==> config.mk <==
export PLATFORM = sky130hd
export DESIGN_NAME = ita_tile_streamer_flat
export DESIGN_NICKNAME = d
export VERILOG_FILES = /design/src/rtl/ita_tile_streamer_if.sv /design/src/rtl/ita_tile_streamer.sv /design/src/flat_wrapper.sv
export SDC_FILE = /design/constraint.sdc
export NUM_CORES = 1
export LEC_CHECK = 0
export BUFFER_PORTS_ARGS = -buffer_cell sky130_fd_sc_hd__clkbuf_2
export CORE_MARGIN = 1.5
export CORE_UTILIZATION = 45
export DETAILED_ROUTE_END_ITERATION = 12
export GPL_TIMING_DRIVEN = 0
export PLACE_DENSITY = 0.66
export SETUP_SLACK_MARGIN = 0.3
export SYNTH_ARGS = -nofsm -noshare
export SYNTH_HDL_FRONTEND = slang
export SYNTH_SLANG_ARGS = --single-unit
==> constraint.sdc <==
create_clock -name clk_i -period 8.4 [get_ports clk_i]
set_clock_uncertainty 0.05 [all_clocks]
set_input_delay 0.42 -clock clk_i [delete_from_list [all_inputs] [get_ports clk_i]]
set_output_delay 0.42 -clock clk_i [all_outputs]
set_load 0.1 [all_outputs]
==> src/rtl/ita_tile_streamer_if.sv <==
// Purpose : bundles the memory read request/response channel and the beat
//           stream towards the ITA controller into one port.
// Ports   : req_* (read request), rsp_* (in-order read data), oup_* (beats
//           plus first/last inner-tile tags). Suffixes are from the streamer's view.
interface ita_tile_streamer_if #(
    parameter int AddrW = 32,
    parameter int DataW = 128
) ();
    logic             req_valid_o;
    logic             req_ready_i;
    logic [AddrW-1:0] req_addr_o;
    logic             rsp_valid_i;
    logic [DataW-1:0] rsp_data_i;
    logic             oup_valid_o;
    logic             oup_ready_i;
    logic [DataW-1:0] oup_data_o;
    logic             first_inner_tile_o;
    logic             last_inner_tile_o;

    // streamer side
    modport master (
        output req_valid_o, req_addr_o, oup_valid_o, oup_data_o,
               first_inner_tile_o, last_inner_tile_o,
        input  req_ready_i, rsp_valid_i, rsp_data_i, oup_ready_i
    );

    // memory + controller side
    modport slave (
        input  req_valid_o, req_addr_o, oup_valid_o, oup_data_o,
               first_inner_tile_o, last_inner_tile_o,
        output req_ready_i, rsp_valid_i, rsp_data_i, oup_ready_i
    );
endinterface

==> src/rtl/ita_tile_streamer.sv <==
// Purpose : walks outer tile / inner tile / beat of a Linear step, issues
//           sequential reads and streams in-order responses as tagged beats.
// Latency : response to beat-valid is 1 cycle (FIFO head registered).
// Backpressure: credits = FifoDepth; requests stall once outstanding + buffered
//           reaches FifoDepth, so the response path never needs to push back.
// Ports   : clk_i/rst_i (sync, active-high), start_i + tile counts + base_addr_i
//           job setup, busy_o/done_o status, bus = request/response/beat channels.
module ita_tile_streamer #(
    parameter int M         = 64,
    parameter int N         = 16,
    parameter int DataW     = 128,
    parameter int AddrW     = 32,
    parameter int TileW     = 8,
    parameter int FifoDepth = 4
) (
    input  logic             clk_i,
    input  logic             rst_i,
    input  logic             start_i,
    input  logic [TileW-1:0] tile_s_i,
    input  logic [TileW-1:0] tile_p_i,
    input  logic [TileW-1:0] tile_e_i,
    input  logic [AddrW-1:0] base_addr_i,
    output logic             busy_o,
    output logic             done_o,
    ita_tile_streamer_if.master bus
);
    localparam int BeatsPerTile = M * M / N;
    localparam int BytesPerBeat = DataW / 8;
    localparam int BeatW        = (BeatsPerTile > 1) ? $clog2(BeatsPerTile) : 1;
    localparam int TotW         = 3 * TileW + BeatW + 1;
    localparam int PtrW         = (FifoDepth > 1) ? $clog2(FifoDepth) : 1;
    localparam int CntW         = $clog2(FifoDepth + 1);

    typedef enum logic [1:0] {IDLE, RUN, DRAIN} state_e;

    state_e             state_q, state_d;
    logic [TotW-1:0]    total_q, total_d;
    logic [TotW-1:0]    req_idx_q, req_idx_d;
    logic [TotW-1:0]    tile_q, tile_d;
    logic [TileW-1:0]   tile_e_q, tile_e_d;
    logic [TileW-1:0]   inner_q, inner_d;
    logic [BeatW-1:0]   beat_q, beat_d;
    logic [AddrW-1:0]   addr_q, addr_d;
    logic [CntW-1:0]    outst_q, outst_d;
    logic [CntW-1:0]    fifo_cnt_q, fifo_cnt_d;
    logic [PtrW-1:0]    wr_ptr_q, wr_ptr_d;
    logic [PtrW-1:0]    rd_ptr_q, rd_ptr_d;
    logic               zero_done_q, zero_done_d;
    logic [DataW-1:0]   mem_q [FifoDepth];

    logic accept, push, pop, last_req, last_pop, credit_ok;

    function automatic logic [PtrW-1:0] ptr_inc(input logic [PtrW-1:0] p);
        return (p == PtrW'(FifoDepth - 1)) ? '0 : p + 1'b1;
    endfunction

    // Registered counts only: a pop frees its credit one cycle later.
    assign credit_ok = ({1'b0, outst_q} + {1'b0, fifo_cnt_q}) < (CntW + 1)'(FifoDepth);
    assign accept    = bus.req_valid_o && bus.req_ready_i;
    // A response with nothing outstanding is dropped rather than corrupting the FIFO.
    assign push      = bus.rsp_valid_i && (outst_q != '0);
    assign pop       = bus.oup_valid_o && bus.oup_ready_i;
    assign last_req  = (req_idx_q == total_q - TotW'(1));
    // In Drain every request has been issued, so the final pop empties everything.
    assign last_pop  = pop && (fifo_cnt_q == CntW'(1)) && (outst_q == '0);

    assign bus.req_valid_o        = (state_q == RUN) && credit_ok;
    assign bus.req_addr_o         = addr_q;
    assign bus.oup_valid_o        = (fifo_cnt_q != '0);
    assign bus.oup_data_o         = mem_q[rd_ptr_q];
    assign bus.first_inner_tile_o = bus.oup_valid_o && (inner_q == '0);
    assign bus.last_inner_tile_o  = bus.oup_valid_o && (inner_q == tile_e_q - 1'b1);
    assign busy_o                 = (state_q != IDLE);
    assign done_o                 = zero_done_q || ((state_q == DRAIN) && last_pop);

    always_comb begin
        state_d     = state_q;
        total_d     = total_q;
        req_idx_d   = req_idx_q;
        tile_d      = tile_q;
        tile_e_d    = tile_e_q;
        inner_d     = inner_q;
        beat_d      = beat_q;
        addr_d      = addr_q;
        wr_ptr_d    = wr_ptr_q;
        rd_ptr_d    = rd_ptr_q;
        zero_done_d = 1'b0;

        case (state_q)
            IDLE: begin
                if (start_i) begin
                    total_d   = TotW'(tile_s_i) * TotW'(tile_p_i) * TotW'(tile_e_i)
                              * TotW'(BeatsPerTile);
                    tile_e_d  = tile_e_i;
                    addr_d    = base_addr_i;
                    req_idx_d = '0;
                    tile_d    = '0;
                    inner_d   = '0;
                    beat_d    = '0;
                    if (tile_s_i == '0 || tile_p_i == '0 || tile_e_i == '0) begin
                        zero_done_d = 1'b1;
                    end else begin
                        state_d = RUN;
                    end
                end
            end
            RUN:     if (accept && last_req) state_d = DRAIN;
            DRAIN:   if (last_pop) state_d = IDLE;
            default: state_d = IDLE;
        endcase

        if (accept) begin
            addr_d    = addr_q + AddrW'(BytesPerBeat);
            req_idx_d = req_idx_q + 1'b1;
        end
        if (push) wr_ptr_d = ptr_inc(wr_ptr_q);
        if (pop) begin
            rd_ptr_d = ptr_inc(rd_ptr_q);
            if (beat_q == BeatW'(BeatsPerTile - 1)) begin
                beat_d = '0;
                if (inner_q == tile_e_q - 1'b1) begin
                    inner_d = '0;
                    tile_d  = tile_q + 1'b1;
                end else begin
                    inner_d = inner_q + 1'b1;
                end
            end else begin
                beat_d = beat_q + 1'b1;
            end
        end
    end

    always_comb begin
        case ({accept, push})
            2'b10:   outst_d = outst_q + 1'b1;
            2'b01:   outst_d = outst_q - 1'b1;
            default: outst_d = outst_q;
        endcase
        case ({push, pop})
            2'b10:   fifo_cnt_d = fifo_cnt_q + 1'b1;
            2'b01:   fifo_cnt_d = fifo_cnt_q - 1'b1;
            default: fifo_cnt_d = fifo_cnt_q;
        endcase
    end

    always_ff @(posedge clk_i) begin
        if (rst_i) begin
            state_q     <= IDLE;
            total_q     <= '0;
            req_idx_q   <= '0;
            tile_q      <= '0;
            tile_e_q    <= '0;
            inner_q     <= '0;
            beat_q      <= '0;
            addr_q      <= '0;
            outst_q     <= '0;
            fifo_cnt_q  <= '0;
            wr_ptr_q    <= '0;
            rd_ptr_q    <= '0;
            zero_done_q <= 1'b0;
        end else begin
            state_q     <= state_d;
            total_q     <= total_d;
            req_idx_q   <= req_idx_d;
            tile_q      <= tile_d;
            tile_e_q    <= tile_e_d;
            inner_q     <= inner_d;
            beat_q      <= beat_d;
            addr_q      <= addr_d;
            outst_q     <= outst_d;
            fifo_cnt_q  <= fifo_cnt_d;
            wr_ptr_q    <= wr_ptr_d;
            rd_ptr_q    <= rd_ptr_d;
            zero_done_q <= zero_done_d;
        end
    end

    // Data storage needs no reset: occupancy is tracked by the pointers/count.
    always_ff @(posedge clk_i) begin
        if (push) mem_q[wr_ptr_q] <= bus.rsp_data_i;
    end

    a_rsp_without_request : assert property (@(posedge clk_i) disable iff (rst_i)
        !(bus.rsp_valid_i && (outst_q == '0)));
endmodule

==> src/flat_wrapper.sv <==
// flat-port wrapper written by rule: the top's interface ports become plain ports
module ita_tile_streamer_flat 
#(
    parameter int M         = 64,
    parameter int N         = 16,
    parameter int DataW     = 128,
    parameter int AddrW     = 32,
    parameter int TileW     = 8,
    parameter int FifoDepth = 4
)
  (clk_i, rst_i, start_i, tile_s_i, tile_p_i, tile_e_i, base_addr_i, busy_o, done_o, bus_req_valid_o, bus_req_addr_o, bus_oup_valid_o, bus_oup_data_o, bus_first_inner_tile_o, bus_last_inner_tile_o, bus_req_ready_i, bus_rsp_valid_i, bus_rsp_data_i, bus_oup_ready_i);
  ita_tile_streamer_if #(.AddrW(AddrW), .DataW(DataW)) bus_i ();
  input  logic clk_i;
  input  logic rst_i;
  input  logic start_i;
  input  logic [TileW-1:0] tile_s_i;
  input  logic [TileW-1:0] tile_p_i;
  input  logic [TileW-1:0] tile_e_i;
  input  logic [AddrW-1:0] base_addr_i;
  output logic busy_o;
  output logic done_o;
  output wire logic [$bits(bus_i.req_valid_o)-1:0] bus_req_valid_o;
  output wire logic [$bits(bus_i.req_addr_o)-1:0] bus_req_addr_o;
  output wire logic [$bits(bus_i.oup_valid_o)-1:0] bus_oup_valid_o;
  output wire logic [$bits(bus_i.oup_data_o)-1:0] bus_oup_data_o;
  output wire logic [$bits(bus_i.first_inner_tile_o)-1:0] bus_first_inner_tile_o;
  output wire logic [$bits(bus_i.last_inner_tile_o)-1:0] bus_last_inner_tile_o;
  input wire logic [$bits(bus_i.req_ready_i)-1:0] bus_req_ready_i;
  input wire logic [$bits(bus_i.rsp_valid_i)-1:0] bus_rsp_valid_i;
  input wire logic [$bits(bus_i.rsp_data_i)-1:0] bus_rsp_data_i;
  input wire logic [$bits(bus_i.oup_ready_i)-1:0] bus_oup_ready_i;
  assign bus_req_valid_o = bus_i.req_valid_o;
  assign bus_req_addr_o = bus_i.req_addr_o;
  assign bus_oup_valid_o = bus_i.oup_valid_o;
  assign bus_oup_data_o = bus_i.oup_data_o;
  assign bus_first_inner_tile_o = bus_i.first_inner_tile_o;
  assign bus_last_inner_tile_o = bus_i.last_inner_tile_o;
  assign bus_i.req_ready_i = bus_req_ready_i;
  assign bus_i.rsp_valid_i = bus_rsp_valid_i;
  assign bus_i.rsp_data_i = bus_rsp_data_i;
  assign bus_i.oup_ready_i = bus_oup_ready_i;
  ita_tile_streamer #(.M(M), .N(N), .DataW(DataW), .AddrW(AddrW), .TileW(TileW), .FifoDepth(FifoDepth)) u_core (.clk_i(clk_i), .rst_i(rst_i), .start_i(start_i), .tile_s_i(tile_s_i), .tile_p_i(tile_p_i), .tile_e_i(tile_e_i), .base_addr_i(base_addr_i), .busy_o(busy_o), .done_o(done_o), .bus(bus_i));
endmodule
==> implementation parameters <==
Parameter                              Value

Run status
  Run status    complete, no violations

Clock tree
  CTS H-tree depth    3
  Inserted Clock Buffers    69
  Clock Tree Root    sky130_fd_sc_hd__clkbuf_16
  CTS tree    done
  Latest clock arrival within the worst-skew pair    just over 0.6 ns
  Number of buffers on the longest clock path    3
  CTS sink count    between 600 and 700
  Reg clk slew, reported paths    approximately 0.06 ns

Yosys
  Post-Syn Area    around 32000 µm²
  Post-Synth XOR/XNOR Area    0.0206
  Synth Net Count    2700
  #FFs+latches synth    640
  Simple-gate share of the synthesized area    0.110
  Sequential fraction of the synthesis area    0.569
  Number of library cell types mapped by synthesis    74
  Adder and majority cell fraction of the synthesized area    0.117
  Async set-reset flop share out of synthesis    0
  Multiplexer share of the synthesized area    0.0973
  Synth Warn #    0
  Number of flops mapped to enable cells by yosys    512
  Synth Area per Inst    13.8 µm²
  Synth Area in Compound Gates    0.0547
  Most frequently used flop master after synthesis    sky130_fd_sc_hd__edfxtp_1
  Largest family of logic cells by synthesized area    adder cells
  Mapped Cells    2289

GRT
  GR Util met3    0.0511
  Wire length of the first global-routing pass    roughly 120000 µm
  Via count of the first global-routing pass    between 20000 and 25000
  Pin count of the biggest net entering global routing    57
  Global-route track usage on met2    0.372
  GR Overflow Total    0
  GRT Overall Usage    0.227
  Antenna violations before repair    7
  Most congested layer reported by global routing    met2
  Met1 demand-to-capacity share in global routing    0.299

Critical path
  Number of cells on the worst reg-to-reg path    9
  Maximum single-stage delay on the critical path    0.54 ns
  Crit Reg-Reg Endpoint    u_core.bus.req_addr_o[30]$_SDFFE_PP0P_
  Kind of cell adding the most delay to the critical path    adder cells
  Slowest cell on the critical path    sky130_fd_sc_hd__fa_1
  Worst R2R Start    u_core.bus.req_addr_o[5]$_SDFFE_PP0P_
  Type of element launching the critical path    input port
  Category of the worst setup path capture point    flip-flop
  Critical-path maximum fanout    9
  Register-to-register setup slack    approximately 4.7 ns
  First element of the critical path    tile_p_i[4]
  Number of buffer and inverter instances along the worst setup path    6
  Req. time, crit path    8.84 ns
  Cell type with the highest occurrence count on the critical path    sky130_fd_sc_hd__fa_1
  Data arrival time of the critical path    roughly 8.3 ns
  Crit Path Class    input port to flip-flop

Drt
  Vias per cell    roughly 5.4
  DRC Markers    0
  DRT antenna net count    0
  Average detailed-routed wire length per instance    21.2 µm
  Via count    21100
  Sum of routed wire length over all layers    82100 µm
  Initial DRT Pass Iterations    5
  Initial DRC Count    1363

STA
  Finish-stage setup viols    0
  Max Clock Freq    128 MHz
  Tcrit/Tclk final    0.931
  Final max-slew violation count    0
  Unrepaired setup endpoints after global routing    no
  Min Clock Period, post-route    7.82 ns
  Normalized max-slew margin    0.0951
  Worst Max-Slew Pin Slew    1.35 ns
  Hold Vio Cnt, Final    0

Cells and area
  Final net count    3293
  Share of layout cells above drive strength 1    0.242
  Final cell count without fillers    3873
  Fraction of the core area covered by cells at the end of the flow    0.566
  Layout overhead on the synthesized area    23.9%

Floorplan
  Starting density of the core    0.457
  Chip Width    268 µm
  Placeable Area    68900 µm²
  Height of the chip    268 µm
  Placement Rows    96
  Die Footprint    71600 µm²
  Num ports    between 300 and 400

Flow run
  Number of max-cap violations    0

Placed design
  Gp weighted congestion    0.879
  Instance count after placement with tap cells included    3581
  Port buffer count    352
  Final HPWL DP    ~58000 µm

Worst hold path
  Worst Hold Path EP    u_core.bus.req_addr_o[7]$_SDFFE_PP0P_
  Hold Crit Depth    3
  Hold WC Path Type    input port to flip-flop
  Worst hold path startpoint    base_addr_i[7]
sequential cells by signal, summed over array words and instances, names as in the netlist, 3 cells and up, named ones only:
register and cells:
u_core.beat_q 8, u_core.bus.req_addr_o 32, u_core.fifo_cnt_q 3, u_core.inner_q 8, u_core.mem_q 512, u_core.outst_q 3, u_core.req_idx_q 33, u_core.tile_e_q 8
u_core.total_q 24
cells by family after synthesis:
kind of cell / after synthesis
buf+inv: 260
fa+ha+maj: 221
xor+xnor: 74
flops: 640
mux: 145
simple gates: 673
compound gates: 276
per-stage QoR:
step                setup WS [ns]  instance area (µm²)  hold slack [ns]  setup TNS (ns)
floorplan                   0.303                31600            0.398               0
CTS                         0.306                38800          0.00302               0
detailed placement         -0.933                34800            0.400           -4.57
finish                      0.577                39000           0.0310               0
global placement           -0.854                34500            0.395           -3.57
global route                0.311                39000           0.0134               0
worst max-delay path by stage:
stage,depth (start not counted),end,slack (ns)
3_5_place_dp,33,u_core.total_q[30]$_SDFFE_PP0P_,-0.93
6_report,30,u_core.total_q[30]$_SDFFE_PP0P_,0.58
5_1_grt,30,u_core.total_q[30]$_SDFFE_PP0P_,0.31
3_3_place_gp,33,u_core.total_q[30]$_SDFFE_PP0P_,-0.85
2_1_floorplan,32,u_core.total_q[30]$_SDFFE_PP0P_,0.30
4_1_cts,31,u_core.total_q[30]$_SDFFE_PP0P_,0.31
worst min-delay path, cell delays in order:
cell and delay (ns):
sky130_fd_sc_hd__clkbuf_2 0.09, sky130_fd_sc_hd__a221oi_1 0.07, sky130_fd_sc_hd__nor2_1 0.08
final cells by class:
class,count,area [µm²]
antenna,5,12.5
timing repair buffer,522,3560
multi-input combinational,1389,13000
tap,931,1160
sequential,640,17900
fill,5548,29900
clock inverter,44,572
buffer,85,364
clock buffer,82,1810
inverter,175,657
placed cells by master (no fill, tap or decap), types with 25 or more instances in the layout:
cell type | synthesis | layout
sky130_fd_sc_hd__nor3_1 | 40 | 40
sky130_fd_sc_hd__a21oi_1 | 120 | 113
sky130_fd_sc_hd__nor2_1 | 119 | 119
sky130_fd_sc_hd__and3_1 | 30 | 26
sky130_fd_sc_hd__dfxtp_1 | 128 | 128
sky130_fd_sc_hd__xor2_1 | 37 | 34
sky130_fd_sc_hd__xnor2_1 | 37 | 31
sky130_fd_sc_hd__o21ai_0 | 42 | 41
sky130_fd_sc_hd__fa_1 | 121 | 117
sky130_fd_sc_hd__edfxtp_1 | 512 | 512
sky130_fd_sc_hd__dlygate4sd3_1 | 0 | 138
sky130_fd_sc_hd__nand2_1 | 189 | 186
sky130_fd_sc_hd__clkbuf_2 | 0 | 342
sky130_fd_sc_hd__inv_1 | 173 | 170
sky130_fd_sc_hd__and2_1 | 132 | 125
sky130_fd_sc_hd__nand3_1 | 53 | 53
sky130_fd_sc_hd__clkbuf_16 | 0 | 70
sky130_fd_sc_hd__buf_4 | 0 | 25
sky130_fd_sc_hd__clkbuf_1 | 58 | 67
sky130_fd_sc_hd__ha_1 | 100 | 91
sky130_fd_sc_hd__mux4_2 | 128 | 128
cell usage after synthesis (30+ instances only):
cell / instances / share of area
sky130_fd_sc_hd__and2_1: 132 / 0.026
sky130_fd_sc_hd__nor2_1: 119 / 0.014
sky130_fd_sc_hd__xnor2_1: 37 / 0.010
sky130_fd_sc_hd__o21ai_0: 42 / 0.0067
sky130_fd_sc_hd__edfxtp_1: 512 / 0.49
sky130_fd_sc_hd__a21oi_1: 120 / 0.019
sky130_fd_sc_hd__ha_1: 100 / 0.040
sky130_fd_sc_hd__clkbuf_1: 58 / 0.0069
sky130_fd_sc_hd__and3_1: 30 / 0.0060
sky130_fd_sc_hd__dfxtp_1: 128 / 0.081
sky130_fd_sc_hd__inv_1: 173 / 0.021
sky130_fd_sc_hd__mux4_2: 128 / 0.091
sky130_fd_sc_hd__fa_1: 121 / 0.077
sky130_fd_sc_hd__nand2_1: 189 / 0.023
sky130_fd_sc_hd__xor2_1: 37 / 0.010
sky130_fd_sc_hd__nand3_1: 53 / 0.0084
sky130_fd_sc_hd__nor3_1: 40 / 0.0064
metal layers:
| metal | wire length (µm) | share of wire |
|---|---|---|
| met5 | 34 | 0.00041 |
| met3 | 6190 | 0.075 |
| met4 | 2500 | 0.030 |
| met1 | 33800 | 0.41 |
| met2 | 39500 | 0.48 |
timing repair:
item | CTS | global route
hold buffers | 138 | 0
cloned | 0 | 0
setup buffers | 5 | 18
setup endpoints to repair | 7 | 7
pin swaps | 11 | 42
hold endpoints to repair | 522 | 0
gates resized for setup | 36 | 40
Power is not shown: default switching activity piles up to over one toggle a cycle in this logic, so the estimate is an artifact.
